$ cat config.mk
export PLATFORM = sky130hd
export DESIGN_NAME = divider_flat
export DESIGN_NICKNAME = d
export VERILOG_FILES = /design/src/rtl/q16_pkg.sv /design/src/rtl/divider_if.sv /design/src/rtl/divider_step.sv /design/src/rtl/divider.sv /design/src/flat_wrapper.sv
export SDC_FILE = /design/constraint.sdc
export NUM_CORES = 1
export LEC_CHECK = 0
export ABC_AREA = 1
export BUFFER_PORTS_ARGS = -buffer_cell sky130_fd_sc_hd__buf_2
export CAP_MARGIN = 40
export CORE_MARGIN = 2
export CORE_UTILIZATION = 30
export CTS_CLUSTER_DIAMETER = 80
export CTS_CLUSTER_SIZE = 8
export DETAILED_ROUTE_END_ITERATION = 8
export GPL_TIMING_DRIVEN = 0
export REMOVE_ABC_BUFFERS = 1
export SYNTH_ARGS = -nofsm -noshare
export SYNTH_HDL_FRONTEND = slang
export SYNTH_SLANG_ARGS = --single-unit
$ cat constraint.sdc
create_clock -name clk -period 2.35 [get_ports clk]
set_clock_uncertainty 0.2 [all_clocks]
set_input_delay 0.3525 -clock clk [delete_from_list [all_inputs] [get_ports clk]]
set_output_delay 0.3525 -clock clk [all_outputs]
set_load 0.02 [all_outputs]
$ cat src/rtl/q16_pkg.sv
// Shared definitions for the Q16 arithmetic unit (multiplier and divider).
// Holds the FSM state encoding, the data width, the mode encodings
// and the saturation value used when a quotient does not fit.
package q16_pkg;

  localparam int W = 16;

  // 3-bit state encoding, shared width with the multiplier
  localparam logic [2:0] IDLE  = 3'd0;
  localparam logic [2:0] SHIFT = 3'd1;
  localparam logic [2:0] TRY   = 3'd2;
  localparam logic [2:0] FIN   = 3'd3;

  localparam logic MODE_INT = 1'b0;
  localparam logic MODE_Q16 = 1'b1;

  localparam logic [W-1:0] SAT_MAX = 16'hFFFF;

endpackage

$ cat src/rtl/divider_if.sv
// Request/response bundle between the sequencer and the divider.
//
// Handshake: the sequencer raises start for one or more cycles with mode,
// num1 and num2 valid; the divider accepts it only in the cycle it is idle
// (work is low before that cycle) and samples all operands on that edge.
// work is high from the accepting cycle until the completion cycle; rdy
// pulses for exactly one cycle at completion, and result/remainder/dz/ovf
// are valid in that cycle and stay stable until the next accepted start.
//
// Ports (master = sequencer, slave = divider):
//   start, mode, num1, num2     : master -> slave
//   result, remainder, rdy,
//   work, dz, ovf               : slave  -> master
interface divider_if #(
  parameter int W = 16
);
  logic         start;
  logic         mode;
  logic [W-1:0] num1;
  logic [W-1:0] num2;
  logic [W-1:0] result;
  logic [W-1:0] remainder;
  logic         rdy;
  logic         work;
  logic         dz;
  logic         ovf;

  modport master (
    output start, mode, num1, num2,
    input  result, remainder, rdy, work, dz, ovf
  );

  modport slave (
    input  start, mode, num1, num2,
    output result, remainder, rdy, work, dz, ovf
  );
endinterface

$ cat src/rtl/divider_step.sv
// One restoring-division step: compares the (already shifted) partial
// remainder against the divisor and subtracts when it fits.
//   r_in  : 17-bit partial remainder after the shift-in of the next bit
//   v     : divisor
//   r_out : remainder after the conditional subtract
//   q_bit : quotient bit produced by this step
module div_step #(
  parameter int W = 16
) (
  input  logic [W:0]   r_in,
  input  logic [W-1:0] v,
  output logic [W:0]   r_out,
  output logic         q_bit
);
  assign q_bit = (r_in >= {1'b0, v});
  assign r_out = q_bit ? (r_in - {1'b0, v}) : r_in;
endmodule

$ cat src/rtl/divider.sv
// Sequential restoring shift-subtract divider, 16-bit unsigned.
//   mode 0 : integer division        num1 / num2
//   mode 1 : Q0.16 fractional        (num1 << 16) / num2
// Each of the 32 iterations spends one cycle in SHIFT and one in TRY,
// followed by a single FIN cycle in which rdy pulses.
// Ports:
//   clk, rst  : rising-edge clock, synchronous active-high reset
//   bus       : divider_if slave (start/mode/num1/num2 in;
//               result/remainder/rdy/work/dz/ovf out)
//   dbg_state : current FSM state
module divider #(
  parameter int W  = 16,
  parameter int CW = 6
) (
  input  logic       clk,
  input  logic       rst,
  divider_if.slave   bus,
  output logic [2:0] dbg_state
);
  import q16_pkg::*;

  logic [2:0]     state;
  logic [2*W-1:0] d_q;      // dividend shift register
  logic [2*W-1:0] q_q;      // quotient
  logic [W:0]     r_q;      // partial remainder
  logic [W-1:0]   v_q;      // divisor
  logic [W-1:0]   n1_q;     // latched num1, reported as remainder on dz
  logic           m_q;
  logic           dz_p;     // divide by zero pending for this operation
  logic [CW-1:0]  cnt;

  logic [W-1:0]   result_q, rem_q;
  logic           dz_q, ovf_q;

  logic [W:0]     step_r;
  logic           step_q;
  logic           is_fin;
  logic           fin_ovf;
  logic [W-1:0]   fin_result, fin_rem;

  div_step #(.W(W)) u_step (
    .r_in  (r_q),
    .v     (v_q),
    .r_out (step_r),
    .q_bit (step_q)
  );

  // Final values are presented combinationally during FIN so they are valid
  // alongside rdy, then captured into the hold registers on the FIN edge.
  assign is_fin     = (state == FIN);
  assign fin_ovf    = !dz_p && (m_q == MODE_Q16) && (q_q[2*W-1:W] != '0);
  assign fin_result = (dz_p || fin_ovf) ? SAT_MAX : q_q[W-1:0];
  assign fin_rem    = dz_p ? n1_q : r_q[W-1:0];

  assign bus.result    = is_fin ? fin_result : result_q;
  assign bus.remainder = is_fin ? fin_rem    : rem_q;
  assign bus.dz        = is_fin ? dz_p       : dz_q;
  assign bus.ovf       = is_fin ? fin_ovf    : ovf_q;
  assign bus.rdy       = is_fin;
  // Busy as soon as a start is accepted; drops already in the FIN cycle.
  assign bus.work      = (state == IDLE) ? bus.start : !is_fin;
  assign dbg_state     = state;

  always_ff @(posedge clk) begin
    if (rst) begin
      state    <= IDLE;
      d_q      <= '0;
      q_q      <= '0;
      r_q      <= '0;
      v_q      <= '0;
      n1_q     <= '0;
      m_q      <= 1'b0;
      dz_p     <= 1'b0;
      cnt      <= '0;
      result_q <= '0;
      rem_q    <= '0;
      dz_q     <= 1'b0;
      ovf_q    <= 1'b0;
    end else begin
      case (state)
        IDLE: begin
          if (bus.start) begin
            d_q      <= (bus.mode == MODE_INT) ? {{W{1'b0}}, bus.num1}
                                               : {bus.num1, {W{1'b0}}};
            v_q      <= bus.num2;
            n1_q     <= bus.num1;
            m_q      <= bus.mode;
            r_q      <= '0;
            q_q      <= '0;
            cnt      <= '0;
            result_q <= '0;
            rem_q    <= '0;
            dz_q     <= 1'b0;
            ovf_q    <= 1'b0;
            dz_p     <= (bus.num2 == '0);
            state    <= (bus.num2 == '0) ? FIN : SHIFT;
          end
        end
        SHIFT: begin
          r_q   <= {r_q[W-1:0], d_q[2*W-1]};
          d_q   <= d_q << 1;
          q_q   <= q_q << 1;
          state <= TRY;
        end
        TRY: begin
          r_q    <= step_r;
          q_q[0] <= step_q;
          cnt    <= cnt + 1'b1;
          state  <= (cnt == CW'(2*W-1)) ? FIN : SHIFT;
        end
        FIN: begin
          result_q <= fin_result;
          rem_q    <= fin_rem;
          dz_q     <= dz_p;
          ovf_q    <= fin_ovf;
          state    <= IDLE;
        end
        default: state <= IDLE;
      endcase
    end
  end
endmodule

$ cat src/flat_wrapper.sv
// flat-port wrapper written by rule: the top's interface ports become plain ports
module divider_flat import q16_pkg::*;
#(
  parameter int W  = 16,
  parameter int CW = 6
)
  (clk, rst, dbg_state, bus_start, bus_mode, bus_num1, bus_num2, bus_result, bus_remainder, bus_rdy, bus_work, bus_dz, bus_ovf);
  divider_if #(.W(W)) bus_i ();
  input  logic clk;
  input  logic rst;
  output logic [2:0] dbg_state;
  input wire logic [$bits(bus_i.start)-1:0] bus_start;
  input wire logic [$bits(bus_i.mode)-1:0] bus_mode;
  input wire logic [$bits(bus_i.num1)-1:0] bus_num1;
  input wire logic [$bits(bus_i.num2)-1:0] bus_num2;
  output wire logic [$bits(bus_i.result)-1:0] bus_result;
  output wire logic [$bits(bus_i.remainder)-1:0] bus_remainder;
  output wire logic [$bits(bus_i.rdy)-1:0] bus_rdy;
  output wire logic [$bits(bus_i.work)-1:0] bus_work;
  output wire logic [$bits(bus_i.dz)-1:0] bus_dz;
  output wire logic [$bits(bus_i.ovf)-1:0] bus_ovf;
  assign bus_i.start = bus_start;
  assign bus_i.mode = bus_mode;
  assign bus_i.num1 = bus_num1;
  assign bus_i.num2 = bus_num2;
  assign bus_result = bus_i.result;
  assign bus_remainder = bus_i.remainder;
  assign bus_rdy = bus_i.rdy;
  assign bus_work = bus_i.work;
  assign bus_dz = bus_i.dz;
  assign bus_ovf = bus_i.ovf;
  divider #(.W(W), .CW(CW)) u_core (.clk(clk), .rst(rst), .bus(bus_i), .dbg_state(dbg_state));
endmodule
==> results.md <==
- CP Launch Type: flop
- Req. time, crit path: 1.80 ns
- Unrepaired setup endpoints after global routing: yes
- Drt pass-1 iters: 5
- FF+latch count, synth: 157
- Synthesis Warnings: 0
- Share of cells above drive strength 1: 19.87%
- Die Y: 165.8 µm
- CTS max path bufs: 2
- PortBufs: 73
- H-tree Lvls: 4
- Clk_lat worst skew: 0.42 ns
- Status: complete, but fails checks
- Pwr Density: 709.5 nW/µm²
- FP Rows: 59
- Switch share: 30.53%
- Cell area after layout: 10100 µm²
- VDD IR max: 0.4602 mV
- Sink Count: 157
- Worst reg2reg setup slack: 0.12 ns
- Failing checks: setup timing
- Leak: 4.094 nW
- Final hold viol count: 0
- Worst-path clk slew: 0.06 ns
- GPL Wtd Cong: 0.8742
- Slowest CP cell: dfxtp_4
- CTS tree: yes
- First-pass GRT wire length: 37.30 mm
- Core area: 25910 µm²
- Final wirelength: 23.14 mm
- GRT Util Overall: 16.41%
- Syn Area/Cell: 6.923 µm²
- Synth area leaders: dfxtp_1 40%, o21ai_0 14%, a21oi_1 11%, nand2_1 10%, inv_1 5.6%
- Layout area overhead: 28.52%
- Num ports: 75
- Sequential element share of the synthesized area: 40.00%
- Netlist cell types: 37
- Achievable Freq: 413.0 MHz
- Internal power: 0.004977 W
- Global route overflow: 0
- Routed len/inst: 14.85 µm
- Routed Antenna Nets: 0
- Worst hold-check path type: in2reg
- Fill count: 2677
- Max Cap Violations: 0
- Root Driver: clkbuf_16
- Worst-margin pin slew: 0.6745 ns
- Largest fanout on the critical path: 8
- Max_slew headroom: 54.62%
- First DRT Iteration DRCs: 586
- CP Data Arrival Time: 1.87 ns
- Pin count of the biggest net entering global routing: 89
- P_sw: 0.002188 W
- Worst slack, placed: -0.8051 ns
- Die Span X: 165.8 µm
- Synth top area share: 40.00%
- Worst hold slack: 0.01022 ns
- Clock power share: 38.6%
- CTS buffer count: 17
- Setup violators final: 16
- Area of the multi-input gates: 4427 µm²
- Syn Inst Count: 1135
- Detail-routed via count per cell: 4.979
- Via count: 7757
- Nets: 1269
- FF/Latch Area: 3181 µm²
- Final std cells w/o fill: 1558
- Post-route worst setup slack: -0.07133 ns
- Worst path max stage delay: 0.35 ns
- Initial antenna violation count: 0
- Worst-path cell chain: nor4_4 > nand4_1 > buf_6 > nand2_8 > nand3b_1 > nand2_1 > o21ai_1 > buf_4
- Post-placement cell area: 8601 µm²
- Hpwl dp: 14.30 mm
- Final min period: 2.421 ns
- Logic pwr share: 20.4%
- Max Slew Vio Count: 0
- Critical Path End Type: output port
- Initial Util: 30.32%
- Final period util: 103.0%
- Setup CP Type: reg2out
- Ant diodes: 0
- Sequential fraction of design power: 41.0%
- Die ar.: 27500 µm²
- DRC Markers: 0
- Placed Cells: 1478
- Vias in the first global route: 7144
- Area leader, netlist: dfxtp_1
- Synthesized cell area: 7858 µm²
power by group through the flow:
stage	logic (W)	clock network [W]	registers [W]
after floorplan	0.000803	0	0.00297
after global placement	0.00115	0	0.00299
after detailed placement	0.00124	0	0.00299
after CTS	0.00137	0.00281	0.00293
after global routing	0.00164	0.00292	0.00296
final	0.00146	0.00276	0.00294
cells in the mapped netlist (all sizes together):
master / number
o21ai: 221
nand2: 217
a21oi: 169
dfxtp: 157
inv: 119
clkbuf: 68
nand3: 59
nor2: 26
ha: 21
nand3b: 21
o21a: 15
nor4: 9
buf: 7
nand4: 4
nor3: 4
clkinv: 3
or2: 3
nor3b: 2
o211ai: 2
a211oi: 1
a31oi: 1
and2: 1
conb: 1
fa: 1
mux2: 1
o22ai: 1
xnor2: 1
flip-flops by register name, summed over array words and instances (netlist names):
signal            cells
u_core.dbg_state      2
u_core.d_q           32
u_core.dz_q           1
u_core.result_q      16
u_core.rem_q         16
u_core.r_q           17
u_core.m_q            1
u_core.q_q           32
u_core.n1_q          16
u_core.ovf_q          1
u_core.dz_p           1
u_core.cnt            6
u_core.v_q           16
stage by stage:
step	utilization, %	setup TNS [ns]	total power, W
floorplan	-	-241.33	0.003775
global placement	32.20	-502.61	0.004135
detailed placement	33.19	-67.72	0.004231
CTS	37.35	-2.923	0.007107
global route	38.97	-2.508	0.007514
finish	38.97	-0.6575	0.007165
metal layers:
metal	GRT usage [%]	part of all wire [%]
met2	26.72	47
met1	22.33	48
met5	0	0
met4	3.819	1.1
met3	3.456	4.4
worst max-delay path, delay by kind of cell, from the launching register on:
| family | cells | cell delay (ns) |
|---|---|---|
| compound gates | 1 | 0.07 |
| buf+inv | 2 | 0.33 |
| flops | 1 | 0.35 |
| simple gates | 5 | 0.68 |
repair_timing:
action	4_1_cts	5_1_grt
cloned	6	1
endpoints found under the hold margin	4	0
hold buffers	4	0
endpoints found under the setup margin	176	96
pin swaps	21	19
buffers inserted	28	20
gates resized for setup	62	82
placed cells by master (no fill, tap or decap), drive strengths merged, types with 2 or more instances in the layout:
cell | netlist | routed
clkinv | 3 | 6
nor3 | 4 | 4
buf | 7 | 121
nor4 | 9 | 9
ha | 21 | 21
o21a | 15 | 15
dlygate4sd3 | 0 | 4
nor3b | 2 | 2
clkinvlp | 0 | 2
nand3b | 21 | 21
o211ai | 2 | 2
nand3 | 59 | 59
a21oi | 169 | 169
nand4 | 4 | 4
bufinv | 0 | 2
or2 | 3 | 3
clkbuf | 68 | 20
nand2 | 217 | 220
o21ai | 221 | 222
inv | 119 | 124
nor2 | 26 | 28
dfxtp | 157 | 157
final cells by class:
cell class	instances	share of cell area [%]
Timing Repair Buffer	126	10.06
Clock inverter	12	1.326
Multi-Input combinational cell	787	43.84
Clock buffer	19	4.386
Sequential cell	157	31.50
Inverter	122	4.745
Tap cell	335	4.151
kinds of logic (layout without fill, tap and decap cells):
group | count (synthesis) | after routing | synth area share (%)
buffers and inverters | 197 | 279 | 9.618
adder cells (fa/ha/maj) | 22 | 22 | 3.599
flip-flops | 157 | 157 | 40.00
AO/OA/AOI/OAI | 410 | 411 | 26.72
AND/OR/NAND/NOR | 346 | 351 | 19.76
multiplexers | 1 | 1 | 0.1433
XOR/XNOR | 1 | 1 | 0.1115
other | 1 | 1 | 0.04772
final timing paths:
check                  from              to  cells after the start
min             bus_num1[7]  u_core.n1_q[7]                      3
max reg2reg   u_core.v_q[4]   u_core.r_q[6]                     13
min reg2reg   u_core.r_q[0]   u_core.r_q[0]                      2
max          u_core.q_q[17]   bus_result[2]                      8
Note: power is estimated with default switching activity, not from simulation.
